### config.mk
export PLATFORM = sky130hd
export DESIGN_NAME = iterative_cipher_core
export DESIGN_NICKNAME = d
export VERILOG_FILES = /design/src/rtl/iterative_cipher_core.sv
export SDC_FILE = /design/constraint.sdc
export NUM_CORES = 1
export LEC_CHECK = 0
export CORE_MARGIN = 10
export CORE_UTILIZATION = 54
export CTS_CLUSTER_DIAMETER = 80
export DETAILED_ROUTE_END_ITERATION = 6
export PLACE_DENSITY = 0.81
export SYNTH_ARGS = -nofsm -noshare
export SYNTH_HDL_FRONTEND = slang
export SYNTH_SLANG_ARGS = --single-unit
### constraint.sdc
create_clock -name clk -period 3.1 [get_ports clk]
set_clock_uncertainty 0.15 [all_clocks]
set_input_delay 0.31 -clock clk [delete_from_list [all_inputs] [get_ports clk]]
set_output_delay 0.31 -clock clk [all_outputs]
set_load 0.02 [all_outputs]
### src/rtl/iterative_cipher_core.sv
// iterative_cipher_core: one-round-per-clock S-box/rotate/key-XOR cipher with encrypt/decrypt and valid/ready handshakes
module iterative_cipher_core #(
  parameter int N = 8,
  parameter int ROUNDS = 3
) (
  input  logic         clk,
  input  logic         rst,
  input  logic         in_valid,
  output logic         in_ready,
  input  logic         mode,
  input  logic [N-1:0] data_in,
  input  logic [N-1:0] key,
  output logic         out_valid,
  input  logic         out_ready,
  output logic [N-1:0] data_out,
  output logic         busy
);
  localparam int CW = ROUNDS > 1 ? $clog2(ROUNDS) : 1;
  localparam logic [CW-1:0] LAST = CW'(ROUNDS - 1);
  typedef enum logic [1:0] {IDLE, RUN, DONE} state_t;
  state_t state, state_nx;
  logic [N-1:0] x, k, x_nx, rk, t;
  logic [CW-1:0] cnt;
  logic m, last;
  function automatic logic [1:0] s2(input logic [1:0] g, input logic inv);
    logic [7:0] tab;
    tab = inv ? 8'b10_00_11_01 : 8'b01_11_00_10;
    return tab[{g, 1'b0} +: 2];
  endfunction
  function automatic logic [N-1:0] sub(input logic [N-1:0] v, input logic inv);
    logic [N-1:0] o;
    o = '0;
    for (int i = 0; i < N / 2; i++) o[2*i +: 2] = s2(v[2*i +: 2], inv);
    return o;
  endfunction
  always_comb begin
    rk = k ^ N'(cnt);
    t = m ? x ^ rk : sub(x, 1'b0);
    x_nx = m ? sub({t[0], t[N-1:1]}, 1'b1) : {t[N-2:0], t[N-1]} ^ rk;
    last = m ? cnt == '0 : cnt == LAST;
  end
  always_ff @(posedge clk or posedge rst)
    if (rst) state <= IDLE;
    else state <= state_nx;
  always_comb begin
    state_nx = state;
    in_ready = state == IDLE;
    out_valid = state == DONE;
    busy = state != IDLE;
    if (state == IDLE && in_valid) state_nx = RUN;
    else if (state == RUN && last) state_nx = DONE;
    else if (state == DONE && out_ready) state_nx = IDLE;
  end
  // the counter is frozen on the final round so it never wraps
  always_ff @(posedge clk or posedge rst)
    if (rst) begin
      x <= '0;
      k <= '0;
      m <= 1'b0;
      cnt <= '0;
      data_out <= '0;
    end else if (state == IDLE && in_valid) begin
      x <= data_in;
      k <= key;
      m <= mode;
      cnt <= mode ? LAST : '0;
    end else if (state == RUN) begin
      x <= x_nx;
      if (last) data_out <= x_nx;
      else cnt <= m ? cnt - 1'b1 : cnt + 1'b1;
    end
endmodule

==> flow_metrics.tcl <==
set metrics [dict create \
    run_status "finished clean" \
    finalSetupViolations 0 \
    data_required_time_at_the_worst_endpoint_ps 3160 \
    area_taken_by_multi_input_logic_gates_um2 698 \
    drt-initial-drc-count 77 \
    firstDrtPassIters 4 \
    pre_cts_slack_ps 999 \
    worstSetupPathType "flip-flop to flip-flop" \
    initial_core_util_pct 55.4 \
    routed-via-count 1096 \
    h-tree-depth 2 \
    postPlaceCellArea_um2 1810 \
    power_leakage_nw 0.913 \
    max_slew.worst_pin.slew_ps 516 \
    register_area_um2 726 \
    max-clock-path-buffers 2 \
    hold-worst-slack_ps 229 \
    timing.max_cap.violations 0 \
    cts_buffers 5 \
    fp.dieH_um 72.7 \
    post_cts.repair.setup_buffers 0 \
    cts.sinks 29 \
    cts.reportedPaths.clkPinSlew_ps 100 \
    timing.final.ws_setup_ps 973 \
    clock_tree.root_cell "sky130_fd_sc_hd__clkbuf_4" \
    vdd_drop_max_mv 0.763 \
    count_of_cells_resized_by_post_cts_repair 0 \
    register_to_register_path_setup_slack_ps 970 \
    place.detailed.hpwl_um 2390 \
    critical_path.startpoint_type "flip-flop" \
    hold_path.class "input pin to async pin" \
    yosys_warnings 0 \
    cts_tree "yes" \
    fmax_ghz 0.470 \
    wl_per_cell_um 15.8 \
    buffer_ports.inserted 31 \
    cts-hold-fix-buffers 0 \
    clkLatencyLatePin_ps 330 \
    grt_antenna_before_repair 0 \
    die_area_um2 5290 \
    critPathMaxFanout 11 \
    drt_drc_violations_left 0 \
    yosys_register_bits 29 \
    placeableCoreArea_um2 2710 \
    row_count 19 \
    worst_ep_arrival_time_ps 2190 \
    post-route-period-util_pct 68.6 \
    maxSlewViolCount 0 \
    netlist_area_um2 1500 \
    gp_congestion 0.806 \
    worst_slew_margin_rel_pct 65.6 \
    pwr_density_cell_nw_per_um2 1120 \
    n_antenna_cell 0 \
    fin_nets 194 \
    design.portCount 32 \
    grt_pass1_wl_um 5590 \
    grt_overflow 0 \
    timing.final.crit_period_ps 2130 \
    grt_pass1_vias 1159 \
    synth_fp_nets 163 \
    routed_wirelength_um 3230 \
    kind_of_end_point_of_the_critical_path "flip-flop" \
    grt.total_usage_pct 13.4 \
    setup_repair_after_global_routing_missed_its_margin "no" \
    post_drt_via_cell_ratio 5.35 \
    postLayoutCellArea_um2 1860 \
    yosys.cell_types.count 32 \
    layout-drive-gt1-share_pct 10.3 \
    antenna_left 0 \
    syn-instance-count 142 \
    sum_of_negative_setup_slack_ps 0 \
    final.fill_count 219 \
    syn_avg_cell_area_um2 10.6 \
    synth-seq-area-share_pct 48.4 \
    largest_net_degree_at_the_start_of_global_routing 30 \
    syn_to_final_growth_pct 24.1 \
    finalHoldViolations 0 \
    horizontal_die_dimension_um 72.7 \
]
==> final timing paths <==
path / from / cells past startpoint / endpoint
worst max-delay path: state[1] / 3 / data_out[7]
worst min-delay path: rst / 3 / m
worst max register to register: state[1] / 3 / data_out[7]
worst min register to register: data_out[1] / 1 / data_out[1]
max in group asynchronous: rst / 3 / x[5]
min in group clk: key[6] / 3 / k[6]
==> logic make-up after synthesis <==
family                 after synthesis  synth area share [%]
multiplexers                        10                  9.01
XOR/XNOR                            14                  10.1
buffers and inverters               15                  5.09
AO/OA/AOI/OAI                       30                  14.1
AND/OR/NAND/NOR                     44                  13.3
flip-flops                          29                  48.4
==> sequential cells by signal, indices dropped and copies added (netlist names) <==
| name | cells |
|---|---|
| cnt | 2 |
| k | 8 |
| m | 1 |
| data_out | 8 |
| x | 8 |
| state | 2 |
==> cells in the final DEF (no fill, tap or decap), drive strengths merged <==
master	n
clkinv	2
buf	2
clkdlybuf4s50	31
inv	6
a22oi	1
or3	1
o22ai	3
nor2	4
xnor3	1
nor3b	1
a31oi	1
xor2	9
a21o	6
o21ai	6
a21oi	3
mux2	7
nor2b	3
o21bai	2
o21ba	1
xor3	1
or3b	1
a22o	5
mux2i	3
o2bb2ai	1
a2111o	1
and2	1
nand2b	1
clkbuf	6
nor4bb	1
nand2	31
xnor2	3
dfrtp	29
==> metrics by stage <==
step / power [mW] / util, % / cells
5_1_grt: 2.27 / 68.7 / 205
6_report: 2.09 / 68.7 / 205
4_1_cts: 2.11 / 68.7 / 205
3_3_place_gp: 1.84 / 66.8 / 197
3_5_place_dp: 1.89 / 66.8 / 197
2_1_floorplan: 1.58 / - / 142
==> critical path: stages, from the launching register on <==
cell and delay [ps]:
sky130_fd_sc_hd__dfrtp_1 480, sky130_fd_sc_hd__nand2b_1 350, sky130_fd_sc_hd__or3_1 660, sky130_fd_sc_hd__mux2_4 380
==> routing by layer <==
layer  global-route usage [%]  vias to the layer above  part of all wire [%]
li1                         -                      538                     -
met2                     21.0                       32                    47
met1                     16.6                      519                    46
met3                     4.76                        7                   6.3
met4                     5.06                        0                   1.5
met5                        0                        -                     0
==> report_power, final <==
group,internal (mW),switching (mW)
registers,0.568,0.216
logic,0.600,0.491
clock network,0.0862,0.132
total,1.25,0.839
==> area by class of cell <==
class | instances | area share (%)
Clock inverter | 2 | 0.538
Timing Repair Buffer | 33 | 17.5
Clock buffer | 6 | 2.22
Sequential cell | 29 | 39.0
Inverter | 6 | 1.21
Tap cell | 31 | 2.08
Multi-Input combinational cell | 98 | 37.5
==> synthesized netlist by cell type, drive strengths merged <==
cell	n	area, µm²
xor3	1	23.8
mux2i	3	30.0
nor4bb	1	10.0
or3	1	6.26
nor3b	1	12.5
buf	6	42.5
dfrtp	29	726
a22oi	1	7.51
or3b	1	8.76
nand2	31	116
nand2b	1	6.26
inv	6	22.5
a2111o	1	11.3
xnor2	3	26.3
a21oi	3	15.0
mux2	7	105
a31oi	1	6.26
xor2	9	78.8
nor2	4	15.0
xnor3	1	22.5
nor2b	3	18.8
a22o	5	43.8
o21ba	1	10.0
a21o	6	45.0
o22ai	3	18.8
o21ai	6	30.0
o21bai	2	15.0
clkbuf	3	11.3
and2	1	6.26
o2bb2ai	1	8.76
Note: power is estimated with default switching activity, not from simulation.
